--- config.mk ---
export PLATFORM = sky130hd
export DESIGN_NAME = hex_line_rx
export DESIGN_NICKNAME = d
export VERILOG_FILES = /design/src/rtl/hex_line_rx_pkg.sv /design/src/rtl/hex_nibble_decode.sv /design/src/rtl/hex_line_rx.sv
export SDC_FILE = /design/constraint.sdc
export NUM_CORES = 1
export LEC_CHECK = 0
export BUFFER_PORTS_ARGS = -buffer_cell sky130_fd_sc_hd__buf_2
export CAP_MARGIN = 20
export CELL_PAD_IN_SITES_DETAIL_PLACEMENT = 0
export CELL_PAD_IN_SITES_GLOBAL_PLACEMENT = 1
export CORE_ASPECT_RATIO = 1.4
export CORE_UTILIZATION = 43
export CTS_CLUSTER_SIZE = 10
export DETAILED_ROUTE_END_ITERATION = 8
export PLACE_DENSITY_LB_ADDON = 0.1
export SYNTH_ARGS = -nofsm -noshare
export SYNTH_HDL_FRONTEND = slang
export SYNTH_SLANG_ARGS = --single-unit
export TNS_END_PERCENT = 100
--- constraint.sdc ---
create_clock -name clk -period 2.6 [get_ports clk]
set_input_delay 0.39 -clock clk [delete_from_list [all_inputs] [get_ports clk]]
set_output_delay 0.39 -clock clk [all_outputs]
set_load 0.05 [all_outputs]
--- src/rtl/hex_line_rx_pkg.sv ---
// Shared constants for the hex line receiver:
// line terminators and FSM state encoding.
package hex_line_rx_pkg;

  localparam logic [7:0] ASCII_CR = 8'h0D;
  localparam logic [7:0] ASCII_LF = 8'h0A;

  localparam logic [1:0] ST_IDLE    = 2'd0;
  localparam logic [1:0] ST_ACCUM   = 2'd1;
  localparam logic [1:0] ST_DISCARD = 2'd2;

endpackage

--- src/rtl/hex_nibble_decode.sv ---
// Combinational ASCII byte classifier: hex digit
// to nibble, CR/LF terminator detect.
module hex_nibble_decode
  import hex_line_rx_pkg::*;
(
  input  logic [7:0] data,
  output logic       is_hex,
  output logic       is_term,
  output logic [3:0] nibble
);

  // Letters a-f / A-F share low nibble 1..6, so +9 maps them to 10..15
  always_comb begin
    is_hex  = 1'b0;
    is_term = 1'b0;
    nibble  = 4'd0;
    unique case (1'b1)
      (data >= 8'h30 && data <= 8'h39): begin
        is_hex = 1'b1;
        nibble = data[3:0];
      end
      (data >= 8'h41 && data <= 8'h46),
      (data >= 8'h61 && data <= 8'h66): begin
        is_hex = 1'b1;
        nibble = data[3:0] + 4'd9;
      end
      (data == ASCII_CR || data == ASCII_LF): begin
        is_term = 1'b1;
      end
      default: ;
    endcase
  end

endmodule

--- src/rtl/hex_line_rx.sv ---
// Parses CR/LF terminated lines of ASCII hex digits
// from the UART byte stream into a binary word.
module hex_line_rx
  import hex_line_rx_pkg::*;
#(
  parameter int WIDTH      = 32,
  parameter int MAX_DIGITS = WIDTH / 4,
  localparam int CW        = $clog2(MAX_DIGITS + 1)
) (
  input  logic             clk,
  input  logic             reset,
  input  logic [7:0]       data,
  input  logic             data_strobe,
  output logic [WIDTH-1:0] value,
  output logic [CW-1:0]    digits,
  output logic             value_strobe,
  output logic             error_strobe
);

  logic [1:0]       state;
  logic [WIDTH-1:0] acc;
  logic [CW-1:0]    count;
  logic             is_hex;
  logic             is_term;
  logic [3:0]       nibble;

  hex_nibble_decode u_dec (
    .data    (data),
    .is_hex  (is_hex),
    .is_term (is_term),
    .nibble  (nibble)
  );

  // Line FSM: accumulate digits, publish on terminator, swallow bad lines
  always_ff @(posedge clk) begin
    if (reset) begin
      state        <= ST_IDLE;
      acc          <= '0;
      count        <= '0;
      value        <= '0;
      digits       <= '0;
      value_strobe <= 1'b0;
      error_strobe <= 1'b0;
    end else begin
      value_strobe <= 1'b0;
      error_strobe <= 1'b0;
      if (data_strobe) begin
        case (state)
          ST_IDLE: begin
            if (is_hex) begin
              acc   <= WIDTH'(nibble);
              count <= CW'(1);
              state <= ST_ACCUM;
            end else if (!is_term) begin
              error_strobe <= 1'b1;
              state        <= ST_DISCARD;
            end
          end
          ST_ACCUM: begin
            if (is_hex) begin
              if (count < CW'(MAX_DIGITS)) begin
                acc   <= (acc << 4) | WIDTH'(nibble);
                count <= count + 1'b1;
              end else begin
                error_strobe <= 1'b1;
                state        <= ST_DISCARD;
              end
            end else if (is_term) begin
              value        <= acc;
              digits       <= count;
              value_strobe <= 1'b1;
              state        <= ST_IDLE;
            end else begin
              error_strobe <= 1'b1;
              state        <= ST_DISCARD;
            end
          end
          ST_DISCARD: begin
            if (is_term) state <= ST_IDLE;
          end
          default: state <= ST_IDLE;
        endcase
      end
    end
  end

endmodule

==> results of run 1 <==
## state kept, by name (all words and copies together), names as in the netlist
| name | flops |
|---|---|
| acc | 32 |
| value | 32 |
| count | 4 |
| digits | 4 |
| state | 2 |
| error_strobe | 1 |
| value_strobe | 1 |
## report_power, final
group	leakage (nW)	switching (mW)	total (mW)	internal (mW)
clock	0.0783	0.393	0.755	0.361
combinational	0.673	0.0999	0.137	0.0371
sequential	0.612	0.00545	1.17	1.17
## metal layers
layer,share of wire [%],track usage (%),up-vias
met4,2.0,9.066,0
met3,3.7,5.022,12
met2,49,34.81,60
met5,0,0,-
li1,-,-,1360
met1,45,25.65,1296
## worst min path at each step
stage,to
after floorplan,acc[3]$_SDFFE_PP0P_
after global placement,value[2]$_SDFFE_PP0P_
after detailed placement,value[1]$_SDFFE_PP0P_
after CTS,state[0]$_SDFFE_PP0P_
after global routing,state[0]$_SDFFE_PP0P_
final,state[0]$_SDFFE_PP0P_
## cells by family after synthesis
| family | synth area share [%] |
|---|---|
| adder cells (fa/ha/maj) | 1.898 |
| buffers and inverters | 5.125 |
| AO/OA/AOI/OAI | 25.02 |
| flip-flops | 46.17 |
| multiplexers | 11.28 |
| AND/OR/NAND/NOR | 10.52 |
## cell usage in the layout, fill, tap and decap left out, drive strengths merged, types with 7 or more instances in the layout
| cell type | synthesis | routed |
|---|---|---|
| buf | 11 | 63 |
| o2111ai | 30 | 30 |
| nor2 | 39 | 39 |
| a21oi | 32 | 32 |
| mux2i | 36 | 36 |
| o211ai | 29 | 29 |
| clkbuf | 24 | 12 |
| dfxtp | 76 | 76 |
| a211oi | 7 | 7 |
## worst max-delay path, stage by stage
cell and delay (ps):
buf_2 100, or4b_4 560, nor3_4 750, o21ai_0 290
o221a_1 330
## through the flow
stage,util (%),total power [mW],hold slack (ps)
after global placement,49.39,1.336,469.5
after floorplan,-,1.288,447.0
after detailed placement,49.39,1.336,477.1
final,51.52,2.066,365.4
after CTS,51.52,2.091,348.2
after global routing,51.52,2.161,341.1
## final cells by class
type                    count  area [um^2]  share of cell area, %
multi-input cells         224         1619                  42.43
flip-flops and latches     76         1521                  39.87
repair buffers             63        377.9                  9.902
clock buffers              12        145.1                  3.803
well taps                  97        121.4                  3.180
inverters                   5        18.77                 0.4918
clock inverters             2        12.51                 0.3279
==> summary.txt, run 1 <==
Clock tree
  – Clock Sinks: 76
  – H-tree depth: 3
  – CTS tree: built
  – Worst skew pair latency: roughly 350 ps
  – Post-CTS setup buffers: 0
  – Clock-pin slew on the worst setup and hold paths: around 70 ps
  – Hold-fix buffers, CTS: 0
  – Post-CTS sizing: 0
  – CTS Buffer Depth: 2
  – CTS buffer count: 9
  – CTS root buf: clkbuf_8

Timing
  – Fin. max-slew vios: 0
  – Final Hold Viols: 0
  – Setup-failing EPs final: 0
  – Clock skew: 14.64 ps
  – RSZ-0062 raised after global routing: no
  – Worst-Margin Slew: 878.9 ps
  – Setup TNS: 0 ps
  – Max_slew headroom: 41.21%
  – Final min period: approximately 2200 ps
  – Period utilization: a little over four fifths
  – Final worst-path setup slack: 413.4 ps
  – Highest clock rate: around 460 MHz

Worst setup path
  – Data arrival, critical path: 2420 ps
  – Worst Setup SP: data[3]
  – Worst path required time: 2830 ps
  – FF-to-FF End: value[14]$_SDFFE_PP0P_
  – Critical Path Fanout Max: 24
  – R2R setup slack: between 700 and 800 ps
  – R2R cell count: 5
  – Crit Path Category: in -> reg
  – Critical Path End: count[3]$_SDFFE_PP0P_
  – Worst setup EP type: flop
  – R2r startpoint: state[0]$_SDFFE_PP0P_
  – Startpoint types: primary input

Detailed routing
  – Drt pass-1 iters: 4
  – Routed len/inst: 16.67 um
  – DRC Markers: 0
  – Vias per cell: 5.695
  – Final WL: between 7000 and 8000 um
  – Vias: 2728
  – Detail Route Antenna Nets: 0
  – Drt initial violations: between 100 and 150

Placed design
  – DP Cell Count: 465
  – Setup WS pre-CTS: around 59 ps
  – Post-DP HPWL: 5181 um
  – Placer Congestion: roughly 0.77
  – Dpl cell area: 3659 um^2
  – Port Buf Inserts: 48

GRT
  – Grt total ovfl: 0
  – GRT Util Overall: 20.92%
  – Largest net degree at the start of global routing: 34
  – Vias in the first global route: between 2000 and 3000
  – Initial antenna violation count: 0
  – First-pass GRT wire length: 13190 um

Pwr
  – Pwr dens: 541.4 nW/um^2
  – Largest vdd supply drop: 0.3889 mV
  – Leak: roughly 1.4 nW

Yosys
  – Synth top area share: 46.17%
  – Synth Cell Area: 3296 um^2
  – Ys async rst share: 0%
  – Post-Synthesis Cells: 340
  – Net Count, Synth: 356
  – Mean Syn Cell Area: 9.693 um^2
  – Area contributors post-synth: dfxtp_1 46%, mux2i_1 11%, o2111ai_1 8.0%
  – Biggest area consumer among synthesized cells: dfxtp_1
  – Seq/Total Area, Yosys: between 40 and 50%
  – #FFs+latches synth: 76
  – Most frequent cell after synthesis: dfxtp_1
  – Primary FF master, synth: dfxtp_1
  – Yosys warns: 0
  – Yosys cell types: between 40 and 50
  – Synth top cells by count: 76 x dfxtp_1, 39 x nor2_1, 36 x mux2i_1
  – Number of synthesized flops with an enable pin: 0

Finish
  – Final Non-Filler Cells: about 480
  – P&R area growth vs syn: 15.79%
  – NumNets Final: 395
  – Post-route cell area: around 3800 um^2
  – Fill cells: about 740
  – N_diodes: 0
  – Share of cells above drive strength 1: a little over a fifth

Die
  – Die area: approximately 8000 um^2
  – Die Ht: 105.6 um
  – I/O pin count: 49
  – Num rows: 37
  – Core ar.: 7407 um^2
  – Starting Density: 44.49%
  – Chip width: 75.99 um

Min path
  – Worst min path class: in -> reg
  – Hold depth: 3
  – HP Start: data_strobe

Outcome
  – Status: finished clean

Flow run
  – Count of max-cap constraint violations: 0
No activity file was read; power rests on OpenSTA's default activity.
==> inputs of run 2 (changes only) <==
Settings changed: CORE_UTILIZATION 43 to 39.
Clock period 2.6 ns to 2 ns, I/O delays scaled along.
==> summary.txt, run 2 (same netlist as run 1, synthesis figures left out) <==
Placed design
  – Post-DP HPWL: 5409 um (+4.4%)
  – Port Buf Inserts: 48 (unchanged)
  – Placer Congestion: 0.7872 (+2.6%)
  – DP Cell Count: 478 (+2.8%)

Timing
  – Max_slew headroom: 68.64% (+27 points)
  – Period utilization: 84.82%
  – Highest clock rate: 589.5 MHz
  – Worst hold margin: 275.4 ps (-89.97 ps)
  – Final min period: 1696 ps
  – Fin. max-slew vios: 0 (unchanged)
  – Clock skew: 6.351 ps (-8.285 ps)
  – RSZ-0062 raised after global routing: no
  – Final Hold Viols: 0 (unchanged)
  – Setup-failing EPs final: 0 (unchanged)
  – Worst-Margin Slew: 470.4 ps (-408.5 ps)

Clock tree
  – Clock Sinks: 76 (unchanged)
  – Worst skew pair latency: 330 ps (-20 ps)
  – Post-CTS setup buffers: 0 (unchanged)
  – Hold-fix buffers, CTS: 0 (unchanged)
  – Clock-pin slew on the worst setup and hold paths: 60 ps (about the same)
  – CTS buffer count: 9 (unchanged)
  – Post-CTS sizing: 0 (unchanged)
  – CTS Buffer Depth: 2 (unchanged)
  – H-tree depth: 3 (unchanged)
  – CTS tree: built
  – CTS root buf: clkbuf_16

Worst setup path
  – Startpoint types: primary input
  – Worst path required time: 2230 ps (-600 ps)
  – Critical Path Fanout Max: 4 (-83%)
  – Critical Path Slowest Stage Cell: or4b_4
  – Data arrival, critical path: 1920 ps (-500 ps)
  – Critical-path cell list: buf_2, or4b_4, or3_4, a221o_1, a32o_1
  – Crit path largest cell delay: 580 ps (-170 ps)
  – Worst setup EP type: flop
  – Crit Path Category: in -> reg
  – R2R cell count: 5 (unchanged)

Finish
  – Commonest non-fill, non-tap cells in the layout: 76 x dfxtp_1, 48 x buf_2, 39 x nor2_1, 36 x mux2i_1, 31 x a21oi_1
  – Commonest non-fill, non-tap cell in the layout: dfxtp_1
  – P&R area growth vs syn: 22.06%
  – N_diodes: 0 (unchanged)
  – Share of cells above drive strength 1: 23.47% (+1.7 points)
  – Top Registers: acc (32), value (32)
  – Final Non-Filler Cells: 494 (+3.1%)
  – NumNets Final: 403 (+2.0%)

GRT
  – Initial antenna violation count: 0 (unchanged)
  – First-pass GRT wire length: 13630 um (+3.3%)
  – Grt total ovfl: 0 (unchanged)
  – Largest net degree at the start of global routing: 47 (+38%)
  – Vias in the first global route: 2698 (+3.6%)
  – GRT Util Overall: 19.76% (-1.2 points)

Die
  – Die area: 8827 um^2 (+10%)
  – Starting Density: 40.20% (-4.3 points)
  – Num rows: 39 (+5.4%)
  – Chip width: 79.69 um (+4.9%)
  – Core ar.: 8198 um^2 (+11%)
  – I/O pin count: 49 (unchanged)
  – Die Ht: 110.8 um (+4.9%)

Pwr
  – Pwr dens: 795.2 nW/um^2 (+47%)
  – Leak: 1.475 nW (+8.2%)
  – Largest vdd supply drop: 0.5080 mV (+31%)

Detailed routing
  – DRC Markers: 0 (unchanged)
  – Routed len/inst: 16.40 um (-1.6%)
  – Vias per cell: 5.593 (-1.8%)
  – Vias: 2763 (+1.3%)
  – Detail Route Antenna Nets: 0 (unchanged)
  – Drt initial violations: 108 (-13%)
  – Drt pass-1 iters: 4 (unchanged)
  – Final WL: 8100 um (+1.5%)

Min path
  – Hold depth: 3 (unchanged)
  – Worst min path class: in -> reg

Flow run
  – Count of max-cap constraint violations: 0 (unchanged)

Outcome
  – Status: finished clean
run 2: cell types whose count changed in the layout (fill, tap and decap cells not counted), sizes merged:
cell and delta:
clkbuf +1, buf +8, clkinvlp -1, clkinv +2
run 2: path summary, 6_finish.rpt:
path,start,to,slack (ps)
worst max-delay path,data[3],count[2]$_SDFFE_PP0P_,300
worst max register to register,state[1]$_SDFFE_PP0P_,acc[30]$_SDFFE_PP0P_,420
worst min register to register,value[2]$_SDFFE_PP0P_,value[2]$_SDFFE_PP0P_,490
worst min-delay path,data_strobe,state[0]$_SDFFE_PP0P_,280
run 2: layout make-up:
type / count / area (um^2)
Timing Repair Buffer: 71 / 462.9
Clock buffer: 13 / 250.2
Fill cell: 796 / 4175
Inverter: 5 / 18.77
Sequential cell: 76 / 1521
Tap cell: 102 / 127.6
Multi-Input combinational cell: 224 / 1619
Clock inverter: 3 / 22.52
run 2: per-stage QoR:
stage / setup slack, ps / area (um^2) / setup TNS [ps] / power [mW] / utilization (%)
finish: 303.6 / 4023 / 0 / 3.199 / 49.07
floorplan: 26.89 / 3296 / 0 / 1.674 / -
detailed placement: -36.27 / 3750 / -36.27 / 1.751 / 45.74
global route: 207.3 / 4023 / 0 / 3.309 / 49.07
global placement: -10.79 / 3750 / -10.79 / 1.753 / 45.74
CTS: 307.4 / 4023 / 0 / 3.234 / 49.07
run 2: critical path: cells and delay by family:
| kind | cells | cell delay [ps] |
|---|---|---|
| AOI/OAI and AO/OA | 2 | 570 |
| and+or+nand+nor | 2 | 950 |
| buffers and inverters | 1 | 110 |
run 2: power breakdown:
part,internal (mW),switching (mW)
logic,0.0598,0.131
registers,1.52,0.00701
clock network,0.877,0.603
total,2.46,0.741
run 2: layer usage:
| layer | up-vias | GRT usage (%) | routed length (um) |
|---|---|---|---|
| met5 | - | 0 | 0 |
| met4 | 0 | 9.212 | 197 |
| met1 | 1310 | 24.88 | 3629 |
| li1 | 1377 | - | - |
| met3 | 14 | 2.634 | 240 |
| met2 | 62 | 32.71 | 4033 |
